File: src/rtl/key_pkg.sv
// Shared definitions for the pushbutton debounce path and its consumers.
package key_pkg;

  localparam int unsigned NUM_KEYS = 4;

  localparam int unsigned KEY_DRUM  = 0;
  localparam int unsigned KEY_SYNTH = 1;
  localparam int unsigned KEY_MODE  = 2;
  localparam int unsigned KEY_DEMO  = 3;

  typedef enum logic [1:0] {
    ST_UP     = 2'd0,
    ST_CHK_DN = 2'd1,
    ST_DN     = 2'd2,
    ST_CHK_UP = 2'd3
  } key_state_e;

endpackage

File: src/rtl/key_event_gen_if.sv
// KEY bus: raw buttons in, debounced levels and press/release pulses out.
interface key_event_gen_if;
  import key_pkg::*;

  logic [NUM_KEYS-1:0] key_raw;
  logic [NUM_KEYS-1:0] key_level;
  logic [NUM_KEYS-1:0] key_press;
  logic [NUM_KEYS-1:0] key_release;

  modport master (
    input  key_raw,
    output key_level,
    output key_press,
    output key_release
  );

  modport slave (
    output key_raw,
    input  key_level,
    input  key_press,
    input  key_release
  );
endinterface

File: src/rtl/key_debounce_ch.sv
// One button channel: 2-flop synchronizer, debounce FSM and counter, registered outputs.
module key_debounce_ch
  import key_pkg::*;
#(
  parameter int unsigned DEBOUNCE_CYCLES = 500000,
  parameter int unsigned CNT_W           = 20
) (
  input  logic clk,
  input  logic rst,
  input  logic i_raw,
  output logic o_level,
  output logic o_press,
  output logic o_release
);

  localparam logic [CNT_W-1:0] CNT_LAST = CNT_W'(DEBOUNCE_CYCLES - 1);

  logic [1:0]       r_sync;
  key_state_e       r_state, w_state_n;
  logic [CNT_W-1:0] r_cnt, w_cnt_n;
  logic             r_level, w_level_n;
  logic             r_press, w_press_n;
  logic             r_release, w_release_n;
  logic             w_s;
  logic             w_cnt_done;

  assign w_s        = r_sync[1];
  assign w_cnt_done = (r_cnt == CNT_LAST);

  always_ff @(posedge clk or posedge rst) begin
    if (rst) begin
      r_sync    <= '1;
      r_state   <= ST_UP;
      r_cnt     <= '0;
      r_level   <= 1'b1;
      r_press   <= 1'b0;
      r_release <= 1'b0;
    end else begin
      r_sync    <= {r_sync[0], i_raw};
      r_state   <= w_state_n;
      r_cnt     <= w_cnt_n;
      r_level   <= w_level_n;
      r_press   <= w_press_n;
      r_release <= w_release_n;
    end
  end

  // Counter is only advanced below CNT_LAST, so it saturates there instead of wrapping.
  always_comb begin
    w_state_n   = r_state;
    w_cnt_n     = r_cnt;
    w_level_n   = r_level;
    w_press_n   = 1'b0;
    w_release_n = 1'b0;
    case (r_state)
      ST_UP: begin
        if (!w_s) begin
          w_state_n = ST_CHK_DN;
          w_cnt_n   = '0;
        end
      end
      ST_CHK_DN: begin
        if (w_s) begin
          w_state_n = ST_UP;
          w_cnt_n   = '0;
        end else if (w_cnt_done) begin
          w_state_n = ST_DN;
          w_level_n = 1'b0;
          w_press_n = 1'b1;
        end else begin
          w_cnt_n = r_cnt + CNT_W'(1);
        end
      end
      ST_DN: begin
        if (w_s) begin
          w_state_n = ST_CHK_UP;
          w_cnt_n   = '0;
        end
      end
      ST_CHK_UP: begin
        if (!w_s) begin
          w_state_n = ST_DN;
          w_cnt_n   = '0;
        end else if (w_cnt_done) begin
          w_state_n   = ST_UP;
          w_level_n   = 1'b1;
          w_release_n = 1'b1;
        end else begin
          w_cnt_n = r_cnt + CNT_W'(1);
        end
      end
      default: begin
        w_state_n = ST_UP;
        w_cnt_n   = '0;
      end
    endcase
  end

  assign o_level   = r_level;
  assign o_press   = r_press;
  assign o_release = r_release;

endmodule

File: src/rtl/key_event_gen.sv
// Four independent debounced pushbutton channels driving the KEY bus.
module key_event_gen
  import key_pkg::*;
#(
  parameter int unsigned DEBOUNCE_CYCLES = 500000,
  parameter int unsigned CNT_W           = 20
) (
  input  logic             clk,
  input  logic             rst,
  key_event_gen_if.master  bus
);

  logic [NUM_KEYS-1:0] w_level;
  logic [NUM_KEYS-1:0] w_press;
  logic [NUM_KEYS-1:0] w_release;

  for (genvar i = 0; i < NUM_KEYS; i++) begin : g_ch
    key_debounce_ch #(
      .DEBOUNCE_CYCLES (DEBOUNCE_CYCLES),
      .CNT_W           (CNT_W)
    ) u_ch (
      .clk       (clk),
      .rst       (rst),
      .i_raw     (bus.key_raw[i]),
      .o_level   (w_level[i]),
      .o_press   (w_press[i]),
      .o_release (w_release[i])
    );
  end

  assign bus.key_level   = w_level;
  assign bus.key_press   = w_press;
  assign bus.key_release = w_release;

endmodule
File: src/flat_wrapper.sv
// flat-port wrapper written by rule: the top's interface ports become plain ports
module key_event_gen_flat import key_pkg::*;
#(
  parameter int unsigned DEBOUNCE_CYCLES = 500000,
  parameter int unsigned CNT_W           = 20
)
  (clk, rst, bus_key_raw, bus_key_level, bus_key_press, bus_key_release);
  key_event_gen_if bus_i ();
  input  logic clk;
  input  logic rst;
  input wire logic [$bits(bus_i.key_raw)-1:0] bus_key_raw;
  output wire logic [$bits(bus_i.key_level)-1:0] bus_key_level;
  output wire logic [$bits(bus_i.key_press)-1:0] bus_key_press;
  output wire logic [$bits(bus_i.key_release)-1:0] bus_key_release;
  assign bus_i.key_raw = bus_key_raw;
  assign bus_key_level = bus_i.key_level;
  assign bus_key_press = bus_i.key_press;
  assign bus_key_release = bus_i.key_release;
  key_event_gen #(.DEBOUNCE_CYCLES(DEBOUNCE_CYCLES), .CNT_W(CNT_W)) u_core (.clk(clk), .rst(rst), .bus(bus_i));
endmodule
File: config.mk
export PLATFORM = sky130hd
export DESIGN_NAME = key_event_gen_flat
export DESIGN_NICKNAME = d
export VERILOG_FILES = /design/src/rtl/key_pkg.sv /design/src/rtl/key_event_gen_if.sv /design/src/rtl/key_debounce_ch.sv /design/src/rtl/key_event_gen.sv /design/src/flat_wrapper.sv
export SDC_FILE = /design/constraint.sdc
export NUM_CORES = 1
export LEC_CHECK = 0
export BUFFER_PORTS_ARGS = -buffer_cell sky130_fd_sc_hd__buf_2
export CAP_MARGIN = 20
export CORE_UTILIZATION = 55
export CTS_CLUSTER_SIZE = 12
export DETAILED_ROUTE_END_ITERATION = 10
export HOLD_SLACK_MARGIN = 0.1
export PLACE_DENSITY = 0.72
export SYNTH_ARGS = -nofsm -noshare
export SYNTH_HDL_FRONTEND = slang
export SYNTH_SLANG_ARGS = --single-unit
File: constraint.sdc
create_clock -name clk -period 3.7 [get_ports clk]
set_input_delay 0.37 -clock clk [delete_from_list [all_inputs] [get_ports clk]]
set_output_delay 0.37 -clock clk [all_outputs]
set_load 0.02 [all_outputs]
==> flow_summary.toml, run 1 <==
[sta]
rsz0062_at_grt = "false"
whs_ns = 0.0984
hold_viol = 0
setup_viol = 0
fmax_ghz = 0.423
drv_slew = 0
fin_worst_skew_ns = 0.00854
tns_ns = 0
fin_crit_sh_pct = 63.9
slew_headroom_pct = 31.8
worstMarginPinSlew_ns = 1.01
post-route-min-period_ns = 2.36

[routing]
first_pass_iters = 4
viasPerCell = 5.93
wirelength_um = 10500
vias = 4277
drc = 0
wl_per_cell_um = 14.5
ant_nets = 0
first_iter_violations = 205

[pwr]
comb_power_share_pct = 4.9
power-per-cell-area_nw_per_um2 = 350
p_switching_uw = 494
p_seq_share_pct = 58.7
peakVddDrop_mv = 0.278
p_leak_nw = 2.53
p_int_mw = 1.58
clkPwrFrac_pct = 36.5
p_sw_share_pct = 23.8

[clocking]
cts_tree = "built"
ctsResizeCount = 0
clockBufferDepth = 2
clk_pin_slew_ns = 0.10
postCtsSetupBuffers = 0
root_buffer = "clkbuf_8"
worstSkewPairLatency_ns = 0.38
htree_num_levels = 3
numCtsBuffers = 9
cts_sinks = 108
cts_hold_buf = 4

[grt]
grt_first_pass_wirelength_um = 17700
antenna_found_initial = 0
gr-usage-all-layers_pct = 21.7
grt_max_degree = 62
grt_pass1_vias = 3961
grt_overflow = 0

[critical_path]
path_max_fanout = 12
crit_required_ns = 4.01
cp-start-kind = "flop"
path_class = "reg -> reg"
end_kind = "flop"
worstPathArrival_ns = 2.67

[yosys]
avgSynthCellArea_sq_um = 9.66
synth_area_leaders = "dfrtp_1 (43%), dfstp_2 (5.7%), xor2_1 (5.5%), nand2_1 (4.0%), o21ai_0 (3.5%)"
synth-simple-area-share_pct = 24.8
synthArstFlopShare_pct = 100
ys.flop_type = "dfrtp_1"
syn_area_sq_um = 5580
seq_area_frac_synth_pct = 48.7
synth_edf_count = 0
synthMuxAreaShare_pct = 1.28
synth_warnings = 0
synth.top_cell.area_share_pct = 43.1
synth_top_family_by_area = "simple AND/OR/NAND/NOR gates"
synthAdderAreaFrac_pct = 0.898
ys_ff_latch = 108
synth-compound-area-share_pct = 11.8
synthCells = 577
synth.distinct_cells = 56
syn_nets = 587
synth_top_area_cell = "dfrtp_1"
yosys.area_share.xor_xnor_pct = 8.64

[layout]
fillCellCount = 875
regArea_sq_um = 2720
final_cell_mix = "dfrtp_1 (96), nand2_1 (60), nor2_1 (47), o21ai_0 (39), nand3_1 (37)"
syn2layout_area_growth_pct = 6.42
drive_above_1_share_pct = 10.9
fin_nets = 593
layout_commonest_cell = "dfrtp_1"
diodes = 0
multi_input_area_sq_um = 2640

[placed_design]
io_buffers = 17
dp_hpwl_um = 7210
gp_congestion = 0.937

[floorplanning]
rows = 36
core_area_sq_um = 9820
die-area_sq_um = 10500
die_x_um = 103
io_pins = 18
dieHeight_um = 103
initial_utilization_pct = 56.8

[run]
drv_cap = 0

[outcome]
status = "complete, no violations"

[min_path]
hp-class = "in -> async"
==> flip-flops by register name, summed over array words and instances, names as in the netlist, named ones only <==
name                        flops
u_core.g_ch.u_ch.o_level        4
u_core.g_ch.u_ch.o_press        4
u_core.g_ch.u_ch.o_release      4
u_core.g_ch.u_ch.r_cnt         80
u_core.g_ch.u_ch.r_state        4
u_core.g_ch.u_ch.r_sync         8
==> per-stage QoR <==
step                      instances  area [sq um]  total power [mW]  util, %  setup WS [ns]
after detailed placement        701          5680              1.34     57.9           1.36
after CTS                       721          5930              2.10     60.4           1.35
final                           721          5930              2.08     60.4           1.34
after global routing            721          5930              2.17     60.4           1.21
after floorplan                 577          5580              1.31        -          0.504
after global placement          701          5680              1.34     57.9           1.47
==> worst max-delay path: stages (launching register included) <==
cell and delay [ns]:
dfrtp_1 0.46, nor4b_2 0.32, nand2_1 0.13, nor4_2 0.90, nand2_2 0.16, a211o_1 0.32
==> kinds of logic (layout without fill, tap and decap cells) <==
group	count (synthesis)	count (layout)
AND/OR/NAND/NOR	254	254
AO/OA/AOI/OAI	107	107
multiplexers	7	7
buffers and inverters	42	53
adder cells (fa/ha/maj)	4	4
XOR/XNOR	55	55
flip-flops	108	108
==> per-layer routing <==
layer  share of wire, %  track usage, %  vias to the layer above
met5                  0               0                        -
met4               0.78            6.37                        0
met3                3.9            6.17                        7
met2                 48            35.3                       88
met1                 47            28.2                     2094
li1                   -               -                     2088
==> path summary, 6_finish.rpt <==
path                                                from                             to  slack, ns  cells past startpoint
setup / recovery            u_core.g_ch[3].u_ch.r_cnt[7]    u_core.g_ch[3].u_ch.o_level       1.34                      5
hold / removal                                       rst   u_core.g_ch[1].u_ch.r_cnt[1]        0.1                      2
setup reg to reg            u_core.g_ch[3].u_ch.r_cnt[7]    u_core.g_ch[3].u_ch.o_level       1.34                      5
hold reg to reg            u_core.g_ch[1].u_ch.r_sync[0]  u_core.g_ch[1].u_ch.r_sync[1]       0.36                      0
max in group asynchronous                            rst  u_core.g_ch[2].u_ch.r_sync[0]       2.72                      3
min in group clk           u_core.g_ch[1].u_ch.r_sync[0]  u_core.g_ch[1].u_ch.r_sync[1]       0.36                      0
==> cells in the mapped netlist, types with 3 or more instances <==
master and count:
clkbuf_1 12, xnor2_1 20, o22ai_1 12, and3_1 13, mux2i_1 6, a31oi_1 7, nand3b_1 3, a21oi_1 18
buf_4 13, nor3_1 13, o211ai_1 8, nand4_1 24, nor2_1 47, ha_1 4, and4_1 13, a211o_1 4
o21a_1 5, nand3_1 37, nor4b_1 5, buf_2 3, or3_1 4, dfstp_2 12, or4_1 7, inv_1 13
nor4_1 5, nand2_1 60, xor2_1 35, dfrtp_1 96, o21ai_0 39, and2_1 4
==> power by group through the flow <==
stage	Clock (mW)	Combinational [mW]	Sequential, mW
after global placement	0	0.0977	1.24
after detailed placement	0	0.100	1.24
after CTS	0.783	0.104	1.22
final	0.758	0.101	1.22
after global routing	0.836	0.117	1.22
after floorplan	0	0.0800	1.23
==> area by class of cell <==
type | count | share of cell area (%)
clock buffer | 12 | 2.61
clock inverter | 4 | 0.928
inverter | 13 | 0.865
multi-input combinational | 427 | 44.5
sequential | 108 | 45.8
tap | 133 | 2.80
timing repair buffer | 24 | 2.49
(Power assumes the default switching activity.)
==> inputs of run 2 (changes only) <==
PLACE_DENSITY = 0.75   (was 0.72)
clock period = 2.05 ns   (was 3.7 ns; I/O delays follow)
==> run 2 against run 1 <==
  * Core utilization increased by 1.8 points
  * Flip-flop and latch count unchanged
  * Worst hold slack gained 0.26 ns
  * Design area increased by 2.9%
  * Clock skew increased by 0.0055 ns
  * Global-route usage grew 1.2 points
  * Register-to-register slack worse by 1.2 ns
  * Highest routed layer unchanged
==> flow_summary.toml, run 2 (synthesis gave the netlist of run 1 again) <==
[floorplanning]
die-area_sq_um = 10500
dieHeight_um = 103
initial_utilization_pct = 56.8
core_area_sq_um = 9820
io_pins = 18
die_x_um = 103
rows = 36

[sta]
post-route-min-period_ns = 1.89
fin_crit_sh_pct = 92.2
worstMarginPinSlew_ns = 0.794
fin_worst_skew_ns = 0.0140
setup_viol = 0
tns_ns = 0
fmax_ghz = 0.529
drv_slew = 0
hold_viol = 0
slew_headroom_pct = 46.7

[critical_path]
path_class = "reg -> reg"
end_kind = "flop"
slowest_delay_ns = 0.47
cp-start-kind = "flop"
cp_slowest_cell = "dfrtp_1"
crit_family = "simple AND/OR/NAND/NOR gates"
path_max_fanout = 7
crit_required_ns = 2.33
r2r-end = "u_core.g_ch[3].u_ch.r_cnt[17]"
ff2ff_path_depth = 5
r2r_start = "u_core.g_ch[3].u_ch.r_cnt[4]"
path_cells = "nand4_1, nor3_2, nand4_1, a21o_1, a22o_1"
worstPathArrival_ns = 2.17
critPathBufInv = 0
crit_top_cell = "nand4_1"
reg2reg_slack_ns = 0.16

[outcome]
status = "complete, no violations"

[routing]
wl_per_cell_um = 15.0
first_pass_iters = 4
ant_nets = 0
viasPerCell = 5.93
drc = 0
wirelength_um = 11000
first_iter_violations = 172
vias = 4362

[layout]
top_register = "u_core.g_ch.u_ch.r_cnt"
final_cell_mix = "dfrtp_1 (96), nand2_1 (60), nor2_1 (47), o21ai_0 (39), nand3_1 (37)"
fin_util_pct = 62.2
reg.largest.list = "u_core.g_ch.u_ch.r_cnt x80, u_core.g_ch.u_ch.r_sync x8"
multi_input_area_sq_um = 2670
layout_commonest_cell = "dfrtp_1"
fin_area_sq_um = 6110
fin_nets = 608
fillCellCount = 873
drive_above_1_share_pct = 13.6
final_cells = 736
syn2layout_area_growth_pct = 9.52
largest_register_ff_count = 80
regArea_sq_um = 2720
diodes = 0

[clocking]
root_buffer = "clkbuf_8"
numCtsBuffers = 9
cts_sinks = 108
cts_tree = "built"
htree_num_levels = 3
worstSkewPairLatency_ns = 0.39
clk_pin_slew_ns = 0.11
clockBufferDepth = 2

[placed_design]
place_area_sq_um = 5800
io_buffers = 17
dp.cells = 715
gp_congestion = 0.937
dp_hpwl_um = 7690

[pwr]
p_leak_nw = 2.63
power-per-cell-area_nw_per_um2 = 631
power_mw = 3.85
peakVddDrop_mv = 0.490

[grt]
grt_overflow = 0
grt_max_degree = 58
grt_first_pass_wirelength_um = 18700
grt_pass1_vias = 4080
antenna_found_initial = 0
gr-usage-all-layers_pct = 22.8

[run]
drv_cap = 0

[min_path]
hp-class = "in -> async"
==> run 2: worst reg2reg max path, cell delays in order, from the launching register on <==
cell and delay (ns):
dfrtp_1 0.47, nand4_1 0.32, nor3_2 0.39, nand4_1 0.17
a21o_1 0.20, a22o_1 0.22
==> run 2: layer usage <==
metal	global-route usage [%]	vias to the layer above	share of wire, %
met5	0	-	0
met4	8.02	0	1.3
met3	5.22	14	3.3
met2	38.2	67	50
met1	29.2	2158	45
li1	-	2123	-
==> run 2: how the worst max path moves through the flow <==
stage / startpoint / endpoint / depth (start not counted)
after detailed placement: u_core.g_ch[2].u_ch.r_cnt[12] / u_core.g_ch[2].u_ch.o_level / 5
after CTS: u_core.g_ch[2].u_ch.r_cnt[12] / u_core.g_ch[2].u_ch.o_level / 5
after global placement: u_core.g_ch[1].u_ch.r_cnt[0] / u_core.g_ch[1].u_ch.r_cnt[7] / 6
after global routing: u_core.g_ch[0].u_ch.r_cnt[0] / u_core.g_ch[0].u_ch.o_level / 6
final: u_core.g_ch[3].u_ch.r_cnt[4] / u_core.g_ch[3].u_ch.r_cnt[17] / 5
after floorplan: u_core.g_ch[3].u_ch.r_cnt[5] / u_core.g_ch[3].u_ch.r_cnt[19] / 5
==> run 2: where the power goes <==
part / switching, mW / internal (mW)
Sequential: 0.0372 / 2.16
Combinational: 0.131 / 0.0680
Clock: 0.752 / 0.704
==> run 2: what timing repair did <==
action,4_1_cts,5_1_grt
endpoints found under the setup margin,0,15
hold buffers,5,0
hold endpoints to repair,19,0
setup buffers,0,0
resized for setup,0,5
==> run 2: per-stage QoR <==
| stage | hold WS [ns] | worst slack, ns |
|---|---|---|
| 2_1_floorplan | 0.209 | 0.277 |
| 3_3_place_gp | 0.209 | 0.203 |
| 3_5_place_dp | 0.213 | 0.113 |
| 4_1_cts | 0.339 | 0.0839 |
| 5_1_grt | 0.360 | -0.00823 |
| 6_report | 0.354 | 0.160 |
==> run 2: area by class of cell <==
class	instances	area share [%]
inverter	13	0.861
clock inverter	6	1.58
clock buffer	10	2.09
sequential	108	44.5
multi-input combinational	427	43.7
tap	133	2.73
timing repair buffer	39	4.51
==> inputs of run 3 (changes only) <==
==> constraint.sdc (replaced) <==
create_clock -name clk -period 2.05 [get_ports clk]
set_input_delay 0.1025 -clock clk [delete_from_list [all_inputs] [get_ports clk]]
set_output_delay 0.1025 -clock clk [all_outputs]
set_load 0.02 [all_outputs]
==> run 3 against run 2 <==
  * Global-route usage fell by 0.49 points
  * Core utilization fell by 0.65 points
  * Worst setup slack got worse by 0.018 ns
  * Fmax fell by 0.97%
  * First-iteration DRC count rose by 30%
  * Critical path depth did not move
  * Worst hold slack got worse by 0.095 ns
  * Cell count fell by 0.14%
  * Wire length fell by 1.6%
==> flow_summary.toml, run 3 (synthesis gave the netlist of run 1 again) <==
[pwr]
p_leak_nw = 2.59
power-per-cell-area_nw_per_um2 = 597
power_mw = 3.61
peakVddDrop_mv = 0.463

[critical_path]
path_class = "reg -> reg"
path_cells = "nor4b_2, nand2_1, or4_1, a31oi_1, o21ai_1"
crit_required_ns = 2.33
cp-start-kind = "flop"
r2r-end = "u_core.g_ch[3].u_ch.r_cnt[19]"
worstPathArrival_ns = 2.19
r2r_start = "u_core.g_ch[3].u_ch.r_cnt[10]"
reg2reg_slack_ns = 0.14
crit_family = "simple AND/OR/NAND/NOR gates"
cp_slowest_cell = "or4_1"
ff2ff_path_depth = 5
slowest_delay_ns = 0.65
critPathBufInv = 0
path_max_fanout = 6
end_kind = "flop"

[sta]
worstMarginPinSlew_ns = 0.817
hold_viol = 0
fmax_ghz = 0.524
slew_headroom_pct = 45.2
drv_slew = 0
post-route-min-period_ns = 1.91
whs_ns = 0.260
setup_viol = 0
fin_worst_skew_ns = 0.0124
fin_crit_sh_pct = 93.1

[routing]
wirelength_um = 10800
wl_per_cell_um = 14.7
ant_nets = 0
first_iter_violations = 223
first_pass_iters = 4
vias = 4336
viasPerCell = 5.90
drc = 0

[floorplanning]
die_x_um = 103
core_area_sq_um = 9820
initial_utilization_pct = 56.8
dieHeight_um = 103
rows = 36
die-area_sq_um = 10500
io_pins = 18

[clocking]
worstSkewPairLatency_ns = 0.38
clockBufferDepth = 2
numCtsBuffers = 9
clk_pin_slew_ns = 0.10
cts_sinks = 108
cts_tree = "built"
root_buffer = "clkbuf_8"
postCtsSetupBuffers = 0
htree_num_levels = 3

[placed_design]
dp_hpwl_um = 7610
io_buffers = 17
place_area_sq_um = 5790
gp_congestion = 0.936

[grt]
grt_pass1_vias = 4102
gr-usage-all-layers_pct = 22.4
grt_first_pass_wirelength_um = 18400
grt_overflow = 0
grt_max_degree = 94
antenna_found_initial = 0

[layout]
regArea_sq_um = 2720
multi_input_area_sq_um = 2660
syn2layout_area_growth_pct = 8.37
layout_commonest_cell = "dfrtp_1"
final_cell_mix = "dfrtp_1 (96), nand2_1 (60), nor2_1 (47), o21ai_0 (39), nand3_1 (37)"
largest_register_ff_count = 80
fin_nets = 607
fillCellCount = 874
drive_above_1_share_pct = 13.1
fin_area_sq_um = 6040
diodes = 0
reg.largest.list = "u_core.g_ch.u_ch.r_cnt x80, u_core.g_ch.u_ch.r_sync x8"
top_register = "u_core.g_ch.u_ch.r_cnt"

[run]
drv_cap = 0

[min_path]
hp-class = "in -> async"

[outcome]
status = "complete, no violations"
==> run 3: area by class of cell <==
cell class / instances / area share (%)
clock inverter: 3 / 0.352
sequential: 108 / 45.0
inverter: 13 / 0.870
clock buffer: 13 / 2.63
timing repair buffer: 38 / 4.43
tap: 133 / 2.75
multi-input combinational: 427 / 44.0
==> run 3: metrics by stage <==
stage / util, % / setup TNS [ns] / worst slack (ns) / instances
after floorplan: - / 0 / 0.277 / 577
after CTS: 61.4 / 0 / 0.122 / 735
final: 61.5 / 0 / 0.141 / 735
after global routing: 61.5 / -0.0133 / -0.0133 / 735
after detailed placement: 59.0 / 0 / 0.140 / 714
after global placement: 59.0 / 0 / 0.209 / 714
==> run 3: how the worst max path moves through the flow <==
stage                                   from                             to  slack, ns  depth (start not counted)
2_1_floorplan   u_core.g_ch[3].u_ch.r_cnt[5]  u_core.g_ch[3].u_ch.r_cnt[19]       0.28                          5
6_report       u_core.g_ch[3].u_ch.r_cnt[10]  u_core.g_ch[3].u_ch.r_cnt[19]       0.14                          5
3_5_place_dp   u_core.g_ch[2].u_ch.r_cnt[12]  u_core.g_ch[2].u_ch.r_cnt[19]       0.14                          5
5_1_grt         u_core.g_ch[0].u_ch.r_cnt[0]    u_core.g_ch[0].u_ch.o_level      -0.01                          6
4_1_cts        u_core.g_ch[2].u_ch.r_cnt[12]  u_core.g_ch[2].u_ch.r_cnt[19]       0.12                          5
3_3_place_gp   u_core.g_ch[3].u_ch.r_cnt[10]  u_core.g_ch[3].u_ch.r_cnt[19]       0.21                          5
==> run 3: timing repair <==
action | in CTS | in global routing
setup endpoints to repair | 0 | 6
resized for setup | 0 | 3
hold endpoints to repair | 19 | 0
hold buffers | 5 | 0
==> run 3: worst reg2reg max path: stages, from the launching register on <==
cell	delay, ns
dfrtp_1	0.45
nor4b_2	0.31
nand2_1	0.12
or4_1	0.65
a31oi_1	0.21
o21ai_1	0.07
==> run 3: power by group <==
group          switching (mW)  leakage (nW)  internal (mW)  total [mW]
sequential             0.0372          1.45           2.16        2.20
clock                   0.700        0.0896          0.510        1.21
combinational           0.132          1.05         0.0669       0.199
==> run 3: routing by layer <==
| layer | part of all wire, % | global-route usage, % |
|---|---|---|
| met5 | 0 | 0 |
| met4 | 1.5 | 8.35 |
| met3 | 4.1 | 5.83 |
| met2 | 48 | 36.2 |
| met1 | 46 | 29.0 |
